<file path="src/rtl/copperv_lsu.sv">
// Load/store unit for copperv: issues RV32/RV64 loads and stores on a pipelined
// Wishbone B4 master port with up to DEPTH transactions in flight, in-order responses.
module copperv_lsu #(
  parameter int DATA_WIDTH = 32,
  parameter int ADDR_WIDTH = 32,
  parameter int DEPTH      = 4
) (
  input  logic                    clk,
  input  logic                    rst,
  input  logic                    req_valid,
  output logic                    req_ready,
  input  logic                    req_store,
  input  logic [2:0]              req_funct,
  input  logic [ADDR_WIDTH-1:0]   req_addr,
  input  logic [DATA_WIDTH-1:0]   req_wdata,
  output logic                    resp_valid,
  output logic [DATA_WIDTH-1:0]   resp_rdata,
  output logic                    resp_err,
  output logic                    resp_misaligned,
  output logic                    wb_cyc_o,
  output logic                    wb_stb_o,
  output logic                    wb_we_o,
  output logic [ADDR_WIDTH-1:0]   wb_adr_o,
  output logic [DATA_WIDTH-1:0]   wb_dat_o,
  output logic [DATA_WIDTH/8-1:0] wb_sel_o,
  input  logic                    wb_stall_i,
  input  logic                    wb_ack_i,
  input  logic                    wb_err_i,
  input  logic [DATA_WIDTH-1:0]   wb_dat_i
);

  localparam int NB = DATA_WIDTH / 8;
  localparam int OW = $clog2(NB);
  localparam int CW = $clog2(DEPTH + 1);
  localparam int PW = (DEPTH > 1) ? $clog2(DEPTH) : 1;
  localparam int TW = 1 + 3 + OW;
  localparam logic [CW-1:0] DEPTH_C  = CW'(DEPTH);
  localparam logic [PW-1:0] LAST_PTR = PW'(DEPTH - 1);
  localparam bit WIDE = (DATA_WIDTH == 64);

  typedef enum logic {S_IDLE = 1'b0, S_BUSY = 1'b1} state_t;

  function automatic logic [DATA_WIDTH-1:0] low_mask(input logic [1:0] sz);
    int nbits;
    nbits = 32'd8 << sz;
    if (nbits >= DATA_WIDTH) low_mask = '1;
    else                     low_mask = ~({DATA_WIDTH{1'b1}} << nbits);
  endfunction

  function automatic logic [NB-1:0] sel_mask(input logic [1:0] sz, input logic [OW-1:0] off);
    logic [NB-1:0] m;
    int n;
    n = 32'd1 << sz;
    if (n >= NB) m = '1;
    else         m = ~({NB{1'b1}} << n);
    sel_mask = m << off;
  endfunction

  // Right-align the addressed bytes, then sign- or zero-extend from the access size.
  function automatic logic [DATA_WIDTH-1:0] load_ext(input logic [DATA_WIDTH-1:0] d,
                                                     input logic [2:0] funct,
                                                     input logic [OW-1:0] off);
    logic [DATA_WIDTH-1:0] s;
    logic [DATA_WIDTH-1:0] m;
    logic                  sign;
    s    = d >> {off, 3'b000};
    m    = low_mask(funct[1:0]);
    sign = |(s & (m ^ (m >> 1)));
    if (!funct[2] && sign) load_ext = s | ~m;
    else                   load_ext = s & m;
  endfunction

  state_t                r_state;
  logic                  r_cyc, r_stb, r_we;
  logic [ADDR_WIDTH-1:0] r_adr;
  logic [DATA_WIDTH-1:0] r_dat;
  logic [NB-1:0]         r_sel;
  logic [CW-1:0]         r_count;
  logic [TW-1:0]         r_tag_mem [DEPTH];
  logic [PW-1:0]         r_wptr, r_rptr;
  logic                  r_resp_valid, r_resp_err, r_resp_mis;
  logic [DATA_WIDTH-1:0] r_resp_rdata;

  logic [OW-1:0] w_offset, w_align_mask;
  logic [1:0]    w_size;
  logic          w_legal, w_misaligned, w_bad, w_slot, w_quiet;
  logic          w_acc, w_acc_ok, w_acc_bad, w_done, w_stb_nxt;
  logic [CW-1:0] w_cnt_nxt;
  logic [TW-1:0] w_tag_head;

  // Request decode: legality per funct3 and width, natural alignment check.
  always_comb begin
    w_offset = req_addr[OW-1:0];
    w_size   = req_funct[1:0];
    w_legal  = 1'b0;
    case (req_funct)
      3'b000, 3'b001, 3'b010: w_legal = 1'b1;
      3'b011:                 w_legal = WIDE;
      3'b100, 3'b101:         w_legal = !req_store;
      3'b110:                 w_legal = !req_store && WIDE;
      default:                w_legal = 1'b0;
    endcase
    w_align_mask = OW'((32'd1 << w_size) - 32'd1);
    w_misaligned = w_legal && ((w_offset & w_align_mask) != '0);
    w_bad        = !w_legal || w_misaligned;
  end

  // Bad requests wait for a fully drained bus so their error response stays in order.
  assign w_slot    = (!r_stb || !wb_stall_i) && (r_count < DEPTH_C);
  assign w_quiet   = (r_count == '0) && !r_stb;
  assign req_ready = rst && w_slot && (!w_bad || w_quiet);
  assign w_acc     = req_valid && req_ready;
  assign w_acc_ok  = w_acc && !w_bad;
  assign w_acc_bad = w_acc && w_bad;
  assign w_done    = (wb_ack_i || wb_err_i) && (r_count != '0);
  assign w_stb_nxt = w_acc_ok || (r_stb && wb_stall_i);

  // Outstanding count next value.
  always_comb begin
    case ({w_acc_ok, w_done})
      2'b10:   w_cnt_nxt = r_count + CW'(1);
      2'b01:   w_cnt_nxt = r_count - CW'(1);
      default: w_cnt_nxt = r_count;
    endcase
  end

  // Bus FSM and registered Wishbone request outputs.
  always_ff @(posedge clk) begin
    if (!rst) begin
      r_state <= S_IDLE;
      r_cyc   <= 1'b0;
      r_stb   <= 1'b0;
      r_we    <= 1'b0;
      r_adr   <= '0;
      r_dat   <= '0;
      r_sel   <= '0;
      r_count <= '0;
    end else begin
      r_count <= w_cnt_nxt;
      if (w_acc_ok) begin
        r_stb <= 1'b1;
        r_we  <= req_store;
        r_adr <= {req_addr[ADDR_WIDTH-1:OW], {OW{1'b0}}};
        r_dat <= (req_wdata & low_mask(w_size)) << {w_offset, 3'b000};
        r_sel <= sel_mask(w_size, w_offset);
      end else if (!wb_stall_i) begin
        r_stb <= 1'b0;
      end
      case (r_state)
        S_IDLE: begin
          if (w_acc_ok) begin
            r_state <= S_BUSY;
            r_cyc   <= 1'b1;
          end
        end
        S_BUSY: begin
          if (w_cnt_nxt == '0 && !w_stb_nxt) begin
            r_state <= S_IDLE;
            r_cyc   <= 1'b0;
          end
        end
        default: begin
          r_state <= S_IDLE;
          r_cyc   <= 1'b0;
        end
      endcase
    end
  end

  // Tag FIFO: occupancy always equals r_count, so pops never underflow.
  always_ff @(posedge clk) begin
    if (!rst) begin
      r_wptr <= '0;
      r_rptr <= '0;
      for (int i = 0; i < DEPTH; i++) r_tag_mem[i] <= '0;
    end else begin
      if (w_acc_ok) begin
        r_tag_mem[r_wptr] <= {req_store, req_funct, w_offset};
        r_wptr <= (r_wptr == LAST_PTR) ? '0 : r_wptr + PW'(1);
      end
      if (w_done) r_rptr <= (r_rptr == LAST_PTR) ? '0 : r_rptr + PW'(1);
    end
  end

  assign w_tag_head = r_tag_mem[r_rptr];

  // Response register: bus completions, or immediate errors for rejected accesses.
  always_ff @(posedge clk) begin
    if (!rst) begin
      r_resp_valid <= 1'b0;
      r_resp_err   <= 1'b0;
      r_resp_mis   <= 1'b0;
      r_resp_rdata <= '0;
    end else if (w_done) begin
      r_resp_valid <= 1'b1;
      r_resp_mis   <= 1'b0;
      if (wb_err_i) begin
        r_resp_err   <= 1'b1;
        r_resp_rdata <= '0;
      end else begin
        r_resp_err   <= 1'b0;
        r_resp_rdata <= w_tag_head[TW-1] ? '0
                        : load_ext(wb_dat_i, w_tag_head[OW+2:OW], w_tag_head[OW-1:0]);
      end
    end else if (w_acc_bad) begin
      r_resp_valid <= 1'b1;
      r_resp_err   <= 1'b1;
      r_resp_mis   <= w_misaligned;
      r_resp_rdata <= '0;
    end else begin
      r_resp_valid <= 1'b0;
      r_resp_err   <= 1'b0;
      r_resp_mis   <= 1'b0;
      r_resp_rdata <= '0;
    end
  end

  assign wb_cyc_o        = r_cyc;
  assign wb_stb_o        = r_stb;
  assign wb_we_o         = r_we;
  assign wb_adr_o        = r_adr;
  assign wb_dat_o        = r_dat;
  assign wb_sel_o        = r_sel;
  assign resp_valid      = r_resp_valid;
  assign resp_err        = r_resp_err;
  assign resp_misaligned = r_resp_mis;
  assign resp_rdata      = r_resp_rdata;

endmodule

</file>
<file path="config.mk">
export PLATFORM = sky130hd
export DESIGN_NAME = copperv_lsu
export DESIGN_NICKNAME = d
export VERILOG_FILES = /design/src/rtl/copperv_lsu.sv
export SDC_FILE = /design/constraint.sdc
export NUM_CORES = 1
export LEC_CHECK = 0
export ABC_CLOCK_PERIOD_IN_PS = 6200
export CAP_MARGIN = 30
export CORE_ASPECT_RATIO = 1.25
export CORE_MARGIN = 5
export CORE_UTILIZATION = 25
export DETAILED_ROUTE_END_ITERATION = 8
export PLACE_DENSITY = 0.56
export SLEW_MARGIN = 20
export SYNTH_ARGS = -nofsm -noshare
export SYNTH_HDL_FRONTEND = slang
export SYNTH_SLANG_ARGS = --single-unit
</file>
<file path="constraint.sdc">
create_clock -name clk -period 6.2 [get_ports clk]
set_input_delay 0.62 -clock clk [delete_from_list [all_inputs] [get_ports clk]]
set_output_delay 0.62 -clock clk [all_outputs]
set_load 0.02 [all_outputs]
</file>
==> results.yml <==
global_routing:
  grtUsageTotal_pct: 13.8
  antenna_found_initial: 0
  grt_start_max_net_pins: 90
  grt_pass1_wl_mm: 29.4
  grt_remaining_overflow: 0
  first_global_vias: 5244
worst_setup_path:
  critPathLaunchType: "input port"
  ff2ff_path_depth: 5
  cp_top_family: "buffers and inverters"
  crit_path_start: "req_funct[0]"
  worst_path_most_repeated_cell: "clkdlybuf4s50_1"
  critPathKind: "in -> out"
  regToRegSetupSlack_ps: 3210
  cp-end-kind: "primary output"
  reg2reg_to: "resp_rdata[24]"
  cpPeakStageDelay_ps: 730
  path_cells: "clkdlybuf4s50_1 -> a21oi_1 -> a22o_1 -> nor2_1 -> o21ai_0 -> and3_1 -> clkdlybuf4s50_1"
  worstSetupEndpoint: "req_ready"
  path_buf_inv: 2
  slowest_stage: "clkdlybuf4s50_1"
  cp.depth: 7
  arrival_ps: 2960
  path_max_fanout: 18
  required_ps: 5580
clocking:
  worstSkewPairLatency_ps: 420
  cts_sinks: 138
  clockBufferDepth: 2
  tritoncts: "done"
  postCtsSetupBuffers: 0
  cts_hold_buf: 0
  clockRootBuffer: "clkbuf_16"
  path_clk_slew_ps: 70
  cts_made_buffers: 17
  cts.htree.levels: 4
  cts.repair.resized: 0
sta:
  slew_viol_final: 0
  hold_viol: 0
  skew_ps: 15.6
  rsz0062_at_grt: "no"
  slew_headroom_pct: 38.8
  max_freq_mhz: 279
  fin_crit_sh_pct: 57.7
  fin_tns_setup_ps: 0
  worst_pin_slew_ps: 918
  fin_crit_ps: 3580
  fin_ws_ps: 2620
  setup_viol: 0
logic_synthesis:
  dominantRegCellSynth: "dfxtp_1"
  synth_seq_area_share_pct: 50.5
  synthArstFlopShare_pct: 0
  ys_ff_latch: 138
  synth-edff-count: 24
  netlist_area_um2: 5940
  yosys.cell_types.count: 54
  ys_warn_count: 0
  synth_area_per_cell_um2: 9.38
  syn_inst: 634
drt:
  detail-route-antenna-nets: 0
  vias_per_cell: 4.72
  wl_met1_mm: 7.67
  drc: 0
  dr.max_layer_used: "met4"
  num_vias: 5305
  wirelength_mm: 18.9
  wire_per_inst_um: 16.8
  dr_wl_met3_mm: 2.05
  drtIter0Drc: 235
  wl_met2_mm: 8.90
  dr.pass1.iters: 4
cells_and_area:
  instances_no_fill: 1124
  syn_to_final_growth_pct: 48.3
  final_cell_mix: "clkdlybuf4s50_1, dfxtp_1, nand2_1, nand3_1, o21ai_0"
  nFillCells: 2418
  drive_gt1_share_pct: 8.17
  final_common_cell: "clkdlybuf4s50_1"
  final_nets: 929
  n_antenna_cell: 0
floorplan:
  initial_core_util_pct: 25.2
  fp.dieArea_um2: 27000
  fp.dieW_um: 148
  die_h_um: 182
  fp-row-count: 63
  fp.coreArea_um2: 23600
  io_pins: 213
min_path:
  hold_path.class: "reg -> reg"
run:
  drv_cap: 0
pwr:
  ir_drop_v: 0.000238
  powerDensity_nw_per_um2: 315
  p_leak_nw: 3.53
placement:
  hpwl_mm: 13.6
  dp.cells: 1092
  gp_congestion: 0.864
  port-buffer-count: 210
  pre_cts_slack_ps: 2290
run_status:
  run_status: "finished, final reports clean"
-- how the worst min path moves through the flow --
stage            startpoint           end  slack [ps]  depth (start not counted)
2_1_floorplan       r_state      wb_cyc_o         440                          1
3_3_place_gp   wb_adr_o[15]  wb_adr_o[15]         440                          2
3_5_place_dp   wb_adr_o[29]  wb_adr_o[29]         440                          2
4_1_cts        wb_adr_o[29]  wb_adr_o[29]         460                          2
5_1_grt        wb_adr_o[12]  wb_adr_o[12]         470                          2
6_report        wb_dat_o[3]   wb_dat_o[3]         450                          2
-- kinds of logic (layout without fill, tap and decap cells) --
family	Yosys count	count (layout)	synth area share [%]
DFF	138	138	50.5
AOI/OAI and AO/OA	121	121	14.0
adders and majority gates	4	4	0.968
other	1	2	0.0631
muxes	36	36	7.77
buffers and inverters	62	259	4.53
xor gates and xnor gates	3	3	0.442
and+or+nand+nor	269	269	21.8
-- metrics by stage --
stage	hold WS, ps	area, um^2	util, %	total power [mW]
2_1_floorplan	440	5950	-	1.54
3_3_place_gp	441	8230	34.9	1.81
3_5_place_dp	444	8230	34.9	1.82
4_1_cts	456	8820	37.4	2.83
5_1_grt	471	8820	37.4	2.94
6_report	451	8820	37.4	2.78
-- synthesized netlist by cell type, types with 3 or more instances --
| library cell | instances | share of area (%) |
|---|---|---|
| dfxtp_1 | 114 | 38 |
| nand2_1 | 109 | 6.9 |
| nand3_1 | 74 | 6.2 |
| o21ai_0 | 34 | 2.9 |
| clkbuf_1 | 27 | 1.7 |
| edfxtp_1 | 24 | 12 |
| and3_1 | 22 | 2.3 |
| mux2i_1 | 21 | 3.5 |
| nor2_1 | 20 | 1.3 |
| a21oi_1 | 15 | 1.3 |
| a211oi_1 | 14 | 1.8 |
| buf_1 | 14 | 0.88 |
| nor2b_1 | 14 | 1.5 |
| nor3_1 | 12 | 1.0 |
| inv_1 | 10 | 0.63 |
| mux2_2 | 9 | 1.7 |
| a22oi_1 | 8 | 1.0 |
| o22ai_1 | 8 | 0.84 |
| a221oi_1 | 7 | 1.0 |
| o31ai_1 | 7 | 0.88 |
| a21bo_2 | 6 | 1.0 |
| buf_2 | 5 | 0.42 |
| a31o_2 | 4 | 0.59 |
| mux4_1 | 4 | 1.8 |
| o22a_1 | 4 | 0.59 |
| a21boi_0 | 3 | 0.38 |
| and2_1 | 3 | 0.32 |
| buf_6 | 3 | 0.57 |
| ha_1 | 3 | 0.63 |
| nand2b_1 | 3 | 0.32 |
| xnor2_1 | 3 | 0.44 |
-- worst register-to-register path, stage by stage, from the launching register on --
cell	delay, ps
dfxtp_1	530
mux4_1	950
mux2i_1	400
mux2i_1	260
o211ai_4	460
a21bo_2	270
-- layout make-up --
type / instances / area [um^2] / area share (%)
clock buffers: 18 / 439 / 4.98
clock inverters: 14 / 148 / 1.67
repair buffers: 216 / 2140 / 24.3
flip-flops and latches: 138 / 3000 / 34.1
multi-input cells: 435 / 2680 / 30.4
inverters: 11 / 41.3 / 0.468
well taps: 292 / 365 / 4.14
-- metal layers --
metal  vias up  track usage, %
met3        20            6.46
met5         -               0
met1      2430            15.7
met2       219            22.9
met4         0            4.18
li1       2636               -
-- state kept, by name (all words and copies together), names as in the netlist, named ones only --
name             cells
wb_stb_o             1
resp_rdata          32
wb_cyc_o             1
r_state              1
r_tag_mem           24
resp_err             1
wb_sel_o             4
r_wptr               2
resp_valid           1
r_rptr               2
resp_misaligned      1
wb_dat_o            32
wb_we_o              1
r_count              3
wb_adr_o            30
-- report_power, final --
group | total, mW | switching (mW) | internal [mW] | leakage, nW
Sequential | 1.04 | 0.0507 | 0.987 | 1.17
Clock | 0.992 | 0.444 | 0.549 | 0.290
Combinational | 0.751 | 0.412 | 0.338 | 2.06
Power figures use the tool's default switching activity.
